`src/rtl/continuous_monitoring_system_pkg.sv`:
```
// Shared types for the trace capture path: one retired-instruction record as
// it travels from the trace filter to the DMA stream.
package continuous_monitoring_system_pkg;

  localparam int TRACE_ITEM_WIDTH = 64;

  typedef struct packed {
    logic [31:0] instr;
    logic [31:0] pc;
  } trace_item_t;

endpackage

```
`src/rtl/trace_item_fifo.sv`:
```
// Item buffer for the trace packer. Head entry is read from the register
// array through the registered read pointer; a write into a full FIFO is
// accepted when a read happens in the same cycle.
module trace_item_fifo
  import continuous_monitoring_system_pkg::*;
#(
  parameter int DEPTH = 16
) (
  input  logic                     clk,
  input  logic                     rst_n,
  input  logic                     wr_en,
  input  trace_item_t              wr_data,
  input  logic                     rd_en,
  output trace_item_t              rd_data,
  output logic                     full,
  output logic                     empty,
  output logic [$clog2(DEPTH):0]   level
);

  localparam int AW = $clog2(DEPTH);

  trace_item_t   mem [DEPTH];
  logic [AW:0]   wr_ptr;
  logic [AW:0]   rd_ptr;
  logic          do_wr;
  logic          do_rd;

  assign level   = wr_ptr - rd_ptr;
  assign full    = (level == (AW+1)'(DEPTH));
  assign empty   = (level == '0);
  assign do_rd   = rd_en && !empty;
  assign do_wr   = wr_en && (!full || do_rd);
  assign rd_data = mem[rd_ptr[AW-1:0]];

  always_ff @(posedge clk or negedge rst_n) begin
    if (!rst_n) begin
      wr_ptr <= '0;
      rd_ptr <= '0;
    end else begin
      if (do_wr) wr_ptr <= wr_ptr + 1'b1;
      if (do_rd) rd_ptr <= rd_ptr + 1'b1;
    end
  end

  always_ff @(posedge clk) begin
    if (do_wr) mem[wr_ptr[AW-1:0]] <= wr_data;
  end

endmodule

```
`src/rtl/trace_stream_packer.sv`:
```
// Captures instructions kept by the trace filter, buffers them and streams
// them out as AXI-Stream packets, with host flush and lost-item accounting.
module trace_stream_packer
  import continuous_monitoring_system_pkg::*;
#(
  parameter int FIFO_DEPTH         = 16,
  parameter int PACKET_ITEMS       = 64,
  parameter int LOST_COUNTER_WIDTH = 32
) (
  input  logic                            clk,
  input  logic                            rst_n,
  input  logic                            en,
  input  logic                            pc_valid,
  input  logic [31:0]                     pc,
  input  logic [31:0]                     instr,
  input  logic                            drop_instr,
  input  logic                            flush,
  input  logic                            clear_lost,
  output logic [63:0]                     m_axis_tdata,
  output logic                            m_axis_tvalid,
  input  logic                            m_axis_tready,
  output logic                            m_axis_tlast,
  output logic [$clog2(FIFO_DEPTH):0]     fifo_level,
  output logic [LOST_COUNTER_WIDTH-1:0]   lost_count,
  output logic                            overflow
);

  localparam int LVW = $clog2(FIFO_DEPTH) + 1;
  localparam int BW  = (PACKET_ITEMS > 1) ? $clog2(PACKET_ITEMS) : 1;
  localparam logic [BW-1:0] LAST_BEAT = BW'(PACKET_ITEMS - 1);

  function automatic logic [LOST_COUNTER_WIDTH-1:0] sat_inc(
    input logic [LOST_COUNTER_WIDTH-1:0] v
  );
    return (&v) ? v : v + 1'b1;
  endfunction

  trace_item_t     item_p0;
  trace_item_t     head_p0;
  logic            fifo_full;
  logic            fifo_empty;
  logic [LVW-1:0]  level_p0;
  logic            write_req;
  logic            write;
  logic            load;
  logic            lost;
  logic            flush_accept;
  logic            last_next;

  trace_item_t     item_p1;
  logic            last_p1;
  logic            vld_p1;
  logic [BW-1:0]   beat_count;
  logic            flush_pending;

  // p0: capture into the item buffer
  assign item_p0   = '{instr: instr, pc: pc};
  assign write_req = en && pc_valid && !drop_instr;
  assign load      = !fifo_empty && (!vld_p1 || m_axis_tready);
  assign write     = write_req && (!fifo_full || load);
  assign lost      = write_req && !write;

  trace_item_fifo #(.DEPTH(FIFO_DEPTH)) u_fifo (
    .clk     (clk),
    .rst_n   (rst_n),
    .wr_en   (write),
    .wr_data (item_p0),
    .rd_en   (load),
    .rd_data (head_p0),
    .full    (fifo_full),
    .empty   (fifo_empty),
    .level   (level_p0)
  );

  // A flush with nothing buffered and no partial packet has nothing to close.
  assign flush_accept = flush && !((beat_count == '0) && fifo_empty);
  assign last_next    = (beat_count == LAST_BEAT) ||
                        ((flush_pending || flush_accept) &&
                         (level_p0 == LVW'(1)) && !write);

  // p1: output register
  always_ff @(posedge clk or negedge rst_n) begin
    if (!rst_n) begin
      item_p1       <= '0;
      last_p1       <= 1'b0;
      vld_p1        <= 1'b0;
      beat_count    <= '0;
      flush_pending <= 1'b0;
    end else begin
      if (load) begin
        item_p1    <= head_p0;
        last_p1    <= last_next;
        vld_p1     <= 1'b1;
        beat_count <= last_next ? '0 : beat_count + 1'b1;
      end else if (vld_p1 && m_axis_tready) begin
        vld_p1 <= 1'b0;
      end

      if (load && last_next) flush_pending <= 1'b0;
      else if (flush_accept) flush_pending <= 1'b1;
    end
  end

  always_ff @(posedge clk or negedge rst_n) begin
    if (!rst_n) begin
      lost_count <= '0;
      overflow   <= 1'b0;
    end else if (lost) begin
      lost_count <= clear_lost ? LOST_COUNTER_WIDTH'(1) : sat_inc(lost_count);
      overflow   <= 1'b1;
    end else if (clear_lost) begin
      lost_count <= '0;
      overflow   <= 1'b0;
    end
  end

  assign m_axis_tdata  = item_p1;
  assign m_axis_tlast  = last_p1;
  assign m_axis_tvalid = vld_p1;
  assign fifo_level    = level_p0;

endmodule

```
`config.mk`:
```
export PLATFORM = sky130hd
export DESIGN_NAME = trace_stream_packer
export DESIGN_NICKNAME = d
export VERILOG_FILES = /design/src/rtl/continuous_monitoring_system_pkg.sv /design/src/rtl/trace_item_fifo.sv /design/src/rtl/trace_stream_packer.sv
export SDC_FILE = /design/constraint.sdc
export NUM_CORES = 1
export LEC_CHECK = 0
export ABC_CLOCK_PERIOD_IN_PS = 10000
export CAP_MARGIN = 0
export CORE_MARGIN = 2
export CORE_UTILIZATION = 55
export DETAILED_ROUTE_END_ITERATION = 12
export GPL_ROUTABILITY_DRIVEN = 0
export PLACE_DENSITY = 0.76
export SLEW_MARGIN = 10
export SYNTH_ARGS = -nofsm -noshare
export SYNTH_HDL_FRONTEND = slang
export SYNTH_SLANG_ARGS = --single-unit
```
`constraint.sdc`:
```
create_clock -name clk -period 10 [get_ports clk]
set_input_delay 2 -clock clk [delete_from_list [all_inputs] [get_ports clk]]
set_output_delay 2 -clock clk [all_outputs]
set_load 0.01 [all_outputs]
```
Word-level counts from Yosys, hierarchy flattened

Memory sizes are Yosys's and may differ from the RTL's. A register that Yosys moved wholly into a read port is not among the register bits.
Index checks and enable logic that the tools add are counted.

Flip-flop bits (word level): 52
Latch bits: 0
Memory bits (writable): 1024
Bits in read-only memories: 0
Input port bits: 72
Output and inout bits: 104
Logic and storage cells: 63
Memories kept: 1

Add/subtract/negate cells: 5
Multiply operators: 0
Div/mod/pow operators: 0
$lt $le $gt $ge: 0
Eq/ne operators: 4
Shift-type cells: 0
Muxes and demuxes: 13
Bitwise gates (word level): 0
Reduce and logical (&&, ||, !) cells: 32

Memory list:

| name       | words | width | read ports | clocked after Yosys merged registers in | write ports | RTL line              | source |
|---|---|---|---|---|---|---|---|
| u_fifo.mem | 16    | 64    | 1          | 1                                       | 1           | trace_item_fifo.sv:22 | `trace_item_t mem [DEPTH];` |

Operator list:

| cell                                                                   | count |
|---|---|
| 32-bit two-way mux                                                     | 4 |
| 32-bit by 1-bit adder with 32-bit output (second input constant)       | 1 |
| 32-bit AND reduction                                                   | 1 |
| 1-bit logical AND                                                      | 13 |
| 5-bit by 1-bit adder with 5-bit output (second input constant)         | 2 |
| 1-bit two-way mux                                                      | 8 |
| 1-bit zero test                                                        | 7 |
| 6-bit by 1-bit adder with 6-bit output (second input constant)         | 1 |
| 6-bit equality test (second input constant)                            | 1 |
| 6-bit zero test                                                        | 1 |
| 6-bit two-way mux                                                      | 1 |
| 2-bit nonzero test                                                     | 3 |
| 5-bit by 1-bit equality test with 1-bit output (second input constant) | 1 |
| 5-bit equality test (second input constant)                            | 1 |
| 5-bit zero test                                                        | 1 |
| 1-bit logical OR                                                       | 5 |
| 5-bit subtractor                                                       | 1 |
| 2-bit != test (second input constant)                                  | 1 |
| 2-bit AND reduction                                                    | 1 |

Depth between registers and ports, before layout

Gate-level depths: netlist (run 1).

Depth after elaboration: 11
Depth in mapped cells: 13

Modules after synthesis

A second synthesis (run 1) with hierarchy kept.

Cell total of the unflattened synthesis: 2389
Area, all modules: 44397.6 um^2

By module, submodules not included:

| module              | times used | cells an instance | area an instance (um^2) | sequential area each (um^2) |
|---|---|---|---|---|
| trace_item_fifo     | 1          | 1864              | 39704.3                 | 30999.7 |
| trace_stream_packer | 1          | 525               | 4693.3                  | 2652.5 |

Worst setup path after synthesis (run 1)

OpenSTA, ideal clock, no wires.

Path type: register -> register
From: register u_fifo.rd_ptr[1]
To: memory u_fifo.mem[1][0] (netlist name) (enable)
Library setup time: 0.666 ns
Arrival: 9.646 ns
Data required time: 9.334 ns
Slack: -0.313 ns
Stages on the path, launching flop included: 12
Path buffers: 4
Clock period less this slack: 10.313 ns
Cells stage by stage: dfrtp_1 -> clkbuf_1 -> buf_1 -> clkbuf_1 -> inv_1 -> fa_1 -> xor2_1 -> and4b_1 -> nor2_1 -> buf_2 -> o21ai_1 -> nor4b_1

Cells in the longest elaborated chain, start to end: 9
Elaborated cells between the ends (all ways): 13
Those cells by class: add/sub (1); eq/ne (1); mux (2); reduce/logical (9)

Ends and longest elaborated chain:

| what                                                  | RTL line                                         | source |
|---|---|---|
| start: declaration                                    | trace_item_fifo.sv:24                            | `logic [AW:0] rd_ptr;` |
| start signal: assignment                              | trace_item_fifo.sv:41                            | `if (do_rd) rd_ptr <= rd_ptr + 1'b1;` |
| 5-bit subtractor *                                    | trace_item_fifo.sv:28                            | `assign level = wr_ptr - rd_ptr;` |
| via fifo_level[2]                                     | trace_stream_packer.sv:23                        | `output logic [$clog2(FIFO_DEPTH):0] fifo_level,` |
| 5-bit zero test                                       | trace_item_fifo.sv:30                            | `assign empty = (level == '0);` |
| 1-bit zero test                                       | trace_item_fifo.sv:31, trace_stream_packer.sv:59 |  |
| 1-bit logical AND                                     | trace_stream_packer.sv:59                        | `assign load = !fifo_empty && (!vld_p1 \|\| m_axis_tready);` |
| 1-bit logical OR or 1-bit logical AND (tied branches) | trace_stream_packer.sv:60, trace_item_fifo.sv:31 |  |
| 1-bit logical AND or 1-bit logical OR (tied branches) | trace_stream_packer.sv:60, trace_item_fifo.sv:32 |  |
| 1-bit logical AND *                                   | trace_item_fifo.sv:32                            | `assign do_wr = wr_en && (!full \|\| do_rd);` |
| 1-bit two-way mux *                                   | trace_item_fifo.sv:46                            | `if (do_wr) mem[wr_ptr[AW-1:0]] <= wr_data;` |
| 1-bit two-way mux (not written as such) *             | trace_item_fifo.sv:46                            |  |
| end: declaration                                      | trace_item_fifo.sv:22                            |  |

The timed path passes the listed nets; every way through them passes the cells marked *.

Worst setup path in the final report (run 1)

From: register u_fifo.rd_ptr[3]
To: output port fifo_level[4]

Cells in the longest elaborated chain, start to end: 1

Ends and longest elaborated chain:

| what             | RTL line |
|---|---|
| 5-bit subtractor | trace_item_fifo.sv:28 |
| end: declaration | trace_stream_packer.sv:23 |

Every way passes these cells.

==> results of run 1 <==
## cell usage after synthesis (all sizes together), types with 8 or more instances
cell type	n	area, sq um
and3	10	62.6
inv	15	56.3
buf	45	221
nand4	12	75.1
mux2	72	811
nand2	32	120
nand3	27	148
ha	12	150
xnor2	13	114
edfxtp	1024	30700
a21oi	19	98.9
o31ai	12	90.1
or4	8	60.1
dfrtp	116	2900
nor4	13	81.3
mux4	320	7210
nor2	26	97.6
clkbuf	56	213
nor2b	12	75.1
o21ai	13	65.1
nor3	10	50.1
## metrics by stage
step           TNS (ns)  cells  utilization  power, uW  hold WS [ns]
2_1_floorplan    -78.34   1942            -       8360         0.468
3_3_place_gp          0   3097        0.595       9530         0.478
3_5_place_dp          0   3097        0.595       9620         0.480
4_1_cts               0   3299        0.639      13700         0.493
5_1_grt               0   3300        0.639      14100         0.497
6_report              0   3300        0.639      13500         0.489
## flip-flops by register name (all words and copies together) (netlist names)
register,flops
m_axis_tvalid,1
flush_pending,1
m_axis_tdata,64
u_fifo.rd_ptr,5
lost_count,32
u_fifo.wr_ptr,5
m_axis_tlast,1
overflow,1
beat_count,6
u_fifo.mem,1024
## cell usage in the layout (no fill, tap or decap), types with 13 or more instances in the layout
cell and count:
inv_1 14, nor4_1 13, buf_4 28, nor2_1 25, clkdlybuf4s50_1 174, nand2_1 32, clkbuf_1 28, a21oi_1 18
xnor2_1 13, clkinv_1 28, edfxtp_1 1024, mux2_2 71, mux4_2 320, nand3_1 26, dfrtp_1 113, clkbuf_16 110
## per-layer routing
metal,vias up,GRT usage,routed length [um]
met5,-,0,26
met1,11300,0.325,36900
met4,4,0.0699,2020
met2,939,0.406,50900
li1,8622,-,-
met3,150,0.0348,6540
## critical path: cells and delay by family, from the launching register on
kind / cells / cell delay [ns]
xor+xnor: 1 / 0.53
fa+ha+maj: 1 / 0.41
simple gates: 1 / 0.09
buf+inv: 2 / 1.13
flops: 1 / 0.43
compound gates: 1 / 0.22
## cell families after synthesis
family / Yosys count
flip-flops: 1140
AND/OR/NAND/NOR: 191
XOR/XNOR: 17
AO/OA/AOI/OAI: 72
buffers and inverters: 116
adder cells (fa/ha/maj): 13
multiplexers: 393
## how the worst max path moves through the flow
| stage | from | end | slack, ns | cells past startpoint |
|---|---|---|---|---|
| floorplan | u_fifo.rd_ptr[1]$_DFFE_PN0P_ | u_fifo.mem[1][0]$_DFFE_PP_ | -0.31 | 11 |
| global placement | m_axis_tready | u_fifo.mem[15][0]$_DFFE_PP_ | 4.50 | 7 |
| detailed placement | m_axis_tready | u_fifo.mem[15][29]$_DFFE_PP_ | 4.35 | 7 |
| CTS | u_fifo.rd_ptr[3]$_DFFE_PN0P_ | fifo_level[4] | 4.53 | 6 |
| global route | u_fifo.rd_ptr[3]$_DFFE_PN0P_ | fifo_level[4] | 4.35 | 6 |
| finish | u_fifo.rd_ptr[3]$_DFFE_PN0P_ | fifo_level[4] | 4.52 | 6 |
## where the power goes
part           internal, uW  total, uW  switching, uW
Sequential             5490       5700            214
Clock                  2310       4030           1720
Combinational          1990       3810           1810
Total                  9790      13500           3750
## final cells by class
type	count	area (sq um)	area share
Inverter	15	58.8	0.00116
Clock inverter	60	577	0.0114
Sequential cell	1140	33700	0.666
Clock buffer	142	2910	0.0576
Tap cell	1050	1310	0.0260
Timing Repair Buffer	206	2020	0.0400
Antenna cell	1	2.50	0.0000495
Multi-Input combinational cell	686	10000	0.198
==> impl_metrics.tcl, run 1 <==
set metrics [dict create \
    routed-via-count 21000 \
    end_kind "primary output" \
    die_area_sq_mm 0.0824 \
    grt-ovfl-total 0 \
    hold_viol_final 0 \
    whs_path_depth 1 \
    setup_viol 0 \
    dp_hpwl_um 49900 \
    slew_headroom 0.145 \
    hp-class "register to register" \
    place_ws_ns 4.35 \
    critical_path_class "register to primary output" \
    die_height_um 287 \
    crit_chain "inv_4 -> ha_1 -> a21oi_1 -> nand2_1 -> xnor2_1 -> clkdlybuf4s50_1" \
    post_dp_cell_area_sq_mm 0.0471 \
    crit_path_top_delay_cell "clkdlybuf4s50_1" \
    ys.flop_type "edfxtp_1" \
    synth_xor_area_frac 0.00338 \
    ys_types 58 \
    fin_crit_sh 0.548 \
    drtIter0Drc 2095 \
    critPathMaxFanout 27 \
    worstReg2RegEnd "u_fifo.mem[15][57]$_DFFE_PP_" \
    initial_utilization 0.557 \
    peakVddDrop_mv 0.295 \
    start_kind "register" \
    ys_async_sr_fraction 0.102 \
    ys.warnings.count 0 \
    fp.dieW_um 287 \
    muxShareOfSynthArea 0.182 \
    drive_gt1_frac 0.269 \
    yosys.area_share.simple 0.0247 \
    clock_latency_ns 0.67 \
    ys_ff_latch 1140 \
    hold_end "overflow$_DFFE_PN0P_" \
    clock_skew_ns 0.0337 \
    ioPinCount 176 \
    cp_data_required_time_ns 8.00 \
    ctsHoldBuffers 0 \
    cp_slowest_stage_delay_ns 0.66 \
    nFillCells 5077 \
    synth-edff-count 1024 \
    core-area_sq_mm 0.0791 \
    rsz0062_at_grt "no" \
    clock_path_buffers 3 \
    rows 103 \
    clk_pin_slew_ns 0.06 \
    p_per_area_mw_per_mm2 268 \
    status "finished clean" \
    min_from "overflow$_DFFE_PN0P_" \
    cts_sinks 1140 \
    avgSynthCellArea_sq_um 22.7 \
    cts_buffers 108 \
    finalMaxSlewViolations 0 \
    grt_usage 0.238 \
    synth_top_family_by_area "multiplexers" \
    antenna_found_initial 4 \
    p_leak_uw 0.0161 \
    grt_pass1_vias 22000 \
    synth-compound-area-share 0.0116 \
    maxCapViolations 0 \
    synthAdderAreaFrac 0.00386 \
    area_growth_pct 14.7 \
    io_buffers 175 \
    fmax_ghz 0.182 \
    cts_resized 0 \
    min_period_ns 5.48 \
    routed_via_density 6.36 \
    grt_max_degree 148 \
    arrival_ns 3.48 \
    h-tree-depth 3 \
    wl_per_cell_um 29.2 \
    grt_pass1_wl_um 144000 \
    yosysSeqAreaShare 0.763 \
    rr_worst_depth 9 \
    postCtsSetupRepairBufs 0 \
    synth_nets 2027 \
    clockRootBuffer "clkbuf_16" \
    post-route-drc-count 0 \
    final_nets 2242 \
    syn_inst 1942 \
    wirelength_um 96400 \
    netlist_area_sq_mm 0.0441 \
    setup_ws_ns 4.52 \
    cts_tree "built" \
    final_cell_area_sq_mm 0.0506 \
    r2r-start "u_fifo.rd_ptr[0]$_DFFE_PN0P_" \
    ant_nets 0 \
    dr.pass1.iters 5 \
    tightest_slew_ns 1.28 \
    r2r_slack_ns 4.81 \
]
Power figures use the tool's default switching activity.
==> run 2: changes to the inputs <==
--- a/config.mk
+++ b/config.mk
@@ -5,7 +5,7 @@
 export SDC_FILE = /design/constraint.sdc
 export NUM_CORES = 1
 export LEC_CHECK = 0
-export ABC_CLOCK_PERIOD_IN_PS = 10000
+export ABC_CLOCK_PERIOD_IN_PS = 4800
 export CAP_MARGIN = 0
 export CORE_MARGIN = 2
 export CORE_UTILIZATION = 55
==> constraint.sdc (replaced) <==
create_clock -name clk -period 4.8 [get_ports clk]
set_input_delay 0.96 -clock clk [delete_from_list [all_inputs] [get_ports clk]]
set_output_delay 0.96 -clock clk [all_outputs]
set_load 0.01 [all_outputs]
==> run 2 against run 1 <==
Flip-flop and latch count stayed put. Global-route usage up 0.52 points. Via count up 2.1%. Wire length increased by 2.0%. Worst setup slack worse by 4.0 ns. Core utilization rose by 0.68 points. Clock skew down 0.0068 ns. First-iteration DRC count rose by 26%. Cell area increased by 1.1%. Cell count up 0.58%. Sequential power grew 110%. Largest cell class unchanged.
==> impl_metrics.tcl, run 2 (same netlist as run 1, synthesis figures left out) <==
set metrics [dict create \
    status "finished clean" \
    postCtsSetupRepairBufs 0 \
    rows 103 \
    critPathMaxFanout 13 \
    post-route-util 0.646 \
    ioPinCount 176 \
    cp.depth 5 \
    crit_chain "ha_1 -> nand3_1 -> nand2_1 -> xnor2_1 -> clkdlybuf4s50_1" \
    cts_tree "built" \
    hp-class "primary input to asynchronous set/reset pin" \
    io_buffers 175 \
    r2r-start "u_fifo.wr_ptr[2]$_DFFE_PN0P_" \
    cts_resized 0 \
    grt_pass1_wl_um 147000 \
    critical_path_class "register to primary output" \
    drive_gt1_frac 0.287 \
    start_kind "register" \
    clockRootBuffer "clkbuf_16" \
    critPathBufInv 1 \
    rr_worst_depth 8 \
    clock_latency_ns 0.68 \
    core-area_sq_mm 0.0791 \
    largest_register_ffs 1024 \
    post-route-drc-count 0 \
    grt_pass1_vias 22200 \
    layout_commonest_cell "edfxtp_1" \
    dp_hpwl_um 50700 \
    clock_path_buffers 3 \
    drtIter0Drc 2632 \
    dr.pass1.iters 6 \
    crit_path_top_delay_cell "dfrtp_1" \
    p_per_area_mw_per_mm2 558 \
    cp_data_required_time_ns 3.84 \
    tightest_slew_ns 1.06 \
    end_kind "primary output" \
    min_period_ns 4.32 \
    die_area_sq_mm 0.0824 \
    rsz0062_at_grt "no" \
    peakVddDrop_mv 0.541 \
    routed_via_density 6.45 \
    initial_utilization 0.557 \
    fin_tns_setup_ns 0 \
    nFillCells 4976 \
    use_met3 0.0459 \
    cts_sinks 1140 \
    total_power_uw 28500 \
    hold_viol_final 0 \
    maxCapViolations 0 \
    die_height_um 287 \
    ctsHoldBuffers 0 \
    cp_slowest_stage_delay_ns 0.82 \
    fp.dieW_um 287 \
    fin_crit_sh 0.899 \
    final_cell_area_sq_mm 0.0511 \
    wirelength_um 98200 \
    r2r_slack_ns 0.63 \
    finalMaxSlewViolations 0 \
    layout_common_cells "1024 x edfxtp_1, 320 x mux4_2, 174 x clkdlybuf4s50_1" \
    cts_buffers 108 \
    slew_headroom 0.290 \
    fmax_ghz 0.232 \
    setup_ws_ns 0.485 \
    ant_nets 0 \
    clk_pin_slew_ns 0.06 \
    post_dp_cell_area_sq_mm 0.0475 \
    final_nets 2258 \
    crit_family "flip-flops" \
    place_ws_ns 0.775 \
    routed-via-count 21400 \
    grt-ovfl-total 0 \
    arrival_ns 3.36 \
    grt_max_degree 153 \
    area_growth_pct 15.9 \
    setup_viol 0 \
    grt_use_met2 0.401 \
    use_met1 0.338 \
    busiest_layer "met2" \
    wl_per_cell_um 29.6 \
    h-tree-depth 3 \
    antenna_found_initial 8 \
    worstReg2RegEnd "u_fifo.mem[11][46]$_DFFE_PP_" \
    clock_skew_ns 0.0269 \
    p_leak_uw 0.0164 \
    grt_usage 0.244 \
]
[run 2: cell count changes in the layout (fill, tap and decap cells not counted), sizes merged]
cell,delta
inv,+1
diode,+2
clkbuf,-7
clkinvlp,+3
bufinv,+1
buf,+16
clkinv,+3
[run 2: area by class of cell]
class,count,area [sq um],area share
diodes,3,7.51,0.000147
clock buffers,135,2920,0.0571
clock inverters,68,676,0.0132
inverters,15,58.8,0.00115
multi-input cells,686,10100,0.198
flip-flops and latches,1140,33700,0.659
well taps,1050,1310,0.0257
repair buffers,222,2360,0.0461
[run 2: stage by stage]
step	cells	hold slack (ns)
detailed placement	3113	0.474
floorplan	1942	0.467
global placement	3113	0.473
global route	3319	0.341
CTS	3316	0.305
finish	3319	0.286
[run 2: routing by layer]
layer / part of all wire / vias up
li1: - / 8657
met1: 0.39 / 11500
met2: 0.51 / 1136
met3: 0.081 / 146
met4: 0.021 / 10
met5: 0.00070 / -
[run 2: worst max path at each step]
stage	from	to	slack, ns
after floorplan	u_fifo.rd_ptr[1]$_DFFE_PN0P_	u_fifo.mem[1][0]$_DFFE_PP_	0.01
after global placement	m_axis_tready	u_fifo.mem[7][0]$_DFFE_PP_	0.88
after detailed placement	u_fifo.wr_ptr[0]$_DFFE_PN0P_	u_fifo.mem[10][51]$_DFFE_PP_	0.78
after CTS	u_fifo.wr_ptr[0]$_DFFE_PN0P_	fifo_level[4]	0.46
after global routing	u_fifo.wr_ptr[0]$_DFFE_PN0P_	fifo_level[4]	0.30
final	u_fifo.wr_ptr[2]$_DFFE_PN0P_	fifo_level[4]	0.48
[run 2: power by group]
group          leakage, uW  switching (uW)  total [uW]  internal (uW)
Sequential          0.0106             386       11800          11400
Combinational      0.00398            3890        8120           4230
Clock              0.00176            3680        8600           4920
==> run 3: changes to the inputs <==
--- a/config.mk
+++ b/config.mk
@@ -5,13 +5,14 @@
 export SDC_FILE = /design/constraint.sdc
 export NUM_CORES = 1
 export LEC_CHECK = 0
-export ABC_CLOCK_PERIOD_IN_PS = 4800
+export ABC_CLOCK_PERIOD_IN_PS = 4600
 export CAP_MARGIN = 0
 export CORE_MARGIN = 2
-export CORE_UTILIZATION = 55
+export CORE_UTILIZATION = 60
 export DETAILED_ROUTE_END_ITERATION = 12
 export GPL_ROUTABILITY_DRIVEN = 0
-export PLACE_DENSITY = 0.76
+export PLACE_DENSITY = 0.79
+export RECOVER_POWER = 50
 export SLEW_MARGIN = 10
 export SYNTH_ARGS = -nofsm -noshare
 export SYNTH_HDL_FRONTEND = slang
==> constraint.sdc (replaced) <==
create_clock -name clk -period 4.6 [get_ports clk]
set_input_delay 0.92 -clock clk [delete_from_list [all_inputs] [get_ports clk]]
set_output_delay 0.92 -clock clk [all_outputs]
set_load 0.01 [all_outputs]
==> run 3 against run 2 <==
The run now ends with capacitance limit, slew limit left. Die area shrank 8.2%. Clock power rose by 5.1%. Hold slack gained 0.21 ns. Via count increased by 1.0%. Power increased by 4.3%. Global-route usage up 3.8 points. Non-clock buffer count grew 6. Critical path type unchanged. Largest cell class unchanged. Highest routed layer unchanged.
==> impl_metrics.tcl, run 3 (same netlist as run 1, synthesis figures left out) <==
set metrics [dict create \
    crit_family "buffers and inverters" \
    violations "capacitance limit, slew limit" \
    status "finished with violations" \
    ctsHoldBuffers 0 \
    slew_headroom -0.737 \
    fin_tns_setup_ns 0 \
    die_area_sq_mm 0.0757 \
    drtIter0Drc 2580 \
    clk_pin_slew_ns 0.06 \
    start_kind "register" \
    layout_common_cells "1024 x edfxtp_1, 320 x mux4_2, 116 x dlygate4sd3_1" \
    ioPinCount 176 \
    clock_latency_ns 0.70 \
    h-tree-depth 3 \
    crit_path_top_delay_cell "clkdlybuf4s50_1" \
    peakVddDrop_mv 0.651 \
    tightest_slew_ns 2.61 \
    maxCapViolations 1 \
    area_growth_pct 15.9 \
    core-area_sq_mm 0.0728 \
    clockRootBuffer "clkbuf_16" \
    dr.pass1.iters 7 \
    fin_cells 3236 \
    cp_slowest_stage_delay_ns 0.65 \
    final_nets 2265 \
    layout_commonest_cell "edfxtp_1" \
    routed_via_density 6.69 \
    power_frac_comb 0.282 \
    rsz0062_at_grt "no" \
    crit_chain "inv_1 -> ha_1 -> inv_1 -> fa_2 -> nand3_1 -> nand2_1 -> xnor2_1 -> clkdlybuf4s50_1" \
    critPathMaxFanout 7 \
    critPathBufInv 3 \
    grt_pass1_wl_um 153000 \
    internal-power_uw 21400 \
    grt_pass1_vias 22500 \
    clkPwrFrac 0.304 \
    wl_per_cell_um 31.9 \
    hold_viol_final 0 \
    postCtsSetupRepairBufs 0 \
    hp-class "register to register" \
    critical_path_class "register to primary output" \
    end_kind "primary output" \
    initial_utilization 0.605 \
    ant_nets 0 \
    fin_crit_sh 0.929 \
    path_common_cell "inv_1" \
    p_per_area_mw_per_mm2 583 \
    grt_max_degree 164 \
    cts_buffers 109 \
    grt_usage 0.281 \
    finalMaxSlewViolations 89 \
    fp.dieW_um 275 \
    p_leak_uw 0.0164 \
    cts_tree "built" \
    post-route-drc-count 0 \
    fmax_ghz 0.234 \
    rows 99 \
    cts_sinks 1140 \
    grt-ovfl-total 0 \
    dp.cells 3028 \
    io_buffers 175 \
    cts_resized 0 \
    p_seq_frac 0.415 \
    wirelength_um 103000 \
    largest_register_ffs 1024 \
    drive_gt1_frac 0.285 \
    die_height_um 275 \
    dp_hpwl_um 52000 \
    arrival_ns 3.35 \
    setup_viol 0 \
    switching_share 0.282 \
    routed-via-count 21600 \
    min_period_ns 4.27 \
    clock_skew_ns 0.0273 \
    antenna_found_initial 10 \
    cp_data_required_time_ns 3.68 \
    post-route-util 0.701 \
    p_sw_uw 8390 \
    clock_path_buffers 3 \
]
## run 3: cell count changes in the layout (fill, tap and decap cells not counted), sizes merged
| cell | previous run | this run |
|---|---|---|
| dlygate4sd3 | 0 | 116 |
| clkinvlp | 7 | 4 |
| buf | 48 | 52 |
| clkinv | 45 | 39 |
| clkdlybuf4s50 | 174 | 58 |
| diode | 3 | 5 |
| clkbuf | 135 | 146 |
## run 3: per-layer routing
layer	vias up	track usage	wire length, um
met1	11500	0.386	38200
li1	8695	-	-
met2	1248	0.479	54400
met5	-	0	38
met4	6	0.0754	2230
met3	171	0.0444	8140
## run 3: through the flow
| step | area, sq um | worst slack (ns) | hold slack [ns] | power [uW] |
|---|---|---|---|---|
| after floorplan | 44300 | -0.134 | 0.467 | 18300 |
| after global placement | 47500 | 0.781 | 0.475 | 20800 |
| after detailed placement | 47500 | 0.617 | 0.493 | 21000 |
| after CTS | 51100 | 0.327 | 0.394 | 30100 |
| after global routing | 51100 | 0.191 | 0.515 | 30800 |
| final | 51100 | 0.325 | 0.494 | 29800 |
## run 3: layout make-up
class                           instances  area, sq um
Multi-Input combinational cell        686        10100
Fill cell                            4135        21700
Inverter                               15         61.3
Sequential cell                      1140        33700
Antenna cell                            5         12.5
Tap cell                              959         1200
Timing Repair Buffer                  228         2430
Clock buffer                          144         2940
Clock inverter                         59          649
## run 3: final timing paths
kind / start / endpoint / slack (ns) / cells after the start
max: u_fifo.wr_ptr[0]$_DFFE_PN0P_ / fifo_level[4] / 0.33 / 8
min: overflow$_DFFE_PN0P_ / overflow$_DFFE_PN0P_ / 0.49 / 1
max reg2reg: u_fifo.wr_ptr[0]$_DFFE_PN0P_ / u_fifo.mem[10][12]$_DFFE_PP_ / 0.55 / 11
min reg2reg: overflow$_DFFE_PN0P_ / overflow$_DFFE_PN0P_ / 0.49 / 1
max in group asynchronous: rst_n / m_axis_tdata[28]$_DFFE_PN0P_ / 1.29 / 2
min in group asynchronous: rst_n / lost_count[21]$_DFFE_PN0P_ / 1.05 / 1
## run 3: power by group through the flow
| stage | registers (uW) | logic (uW) | clock network [uW] |
|---|---|---|---|
| floorplan | 12500 | 5800 | 0 |
| global placement | 12500 | 8270 | 0 |
| detailed placement | 12500 | 8440 | 0 |
| CTS | 12400 | 8590 | 9140 |
| global route | 12400 | 8900 | 9510 |
| finish | 12300 | 8390 | 9040 |
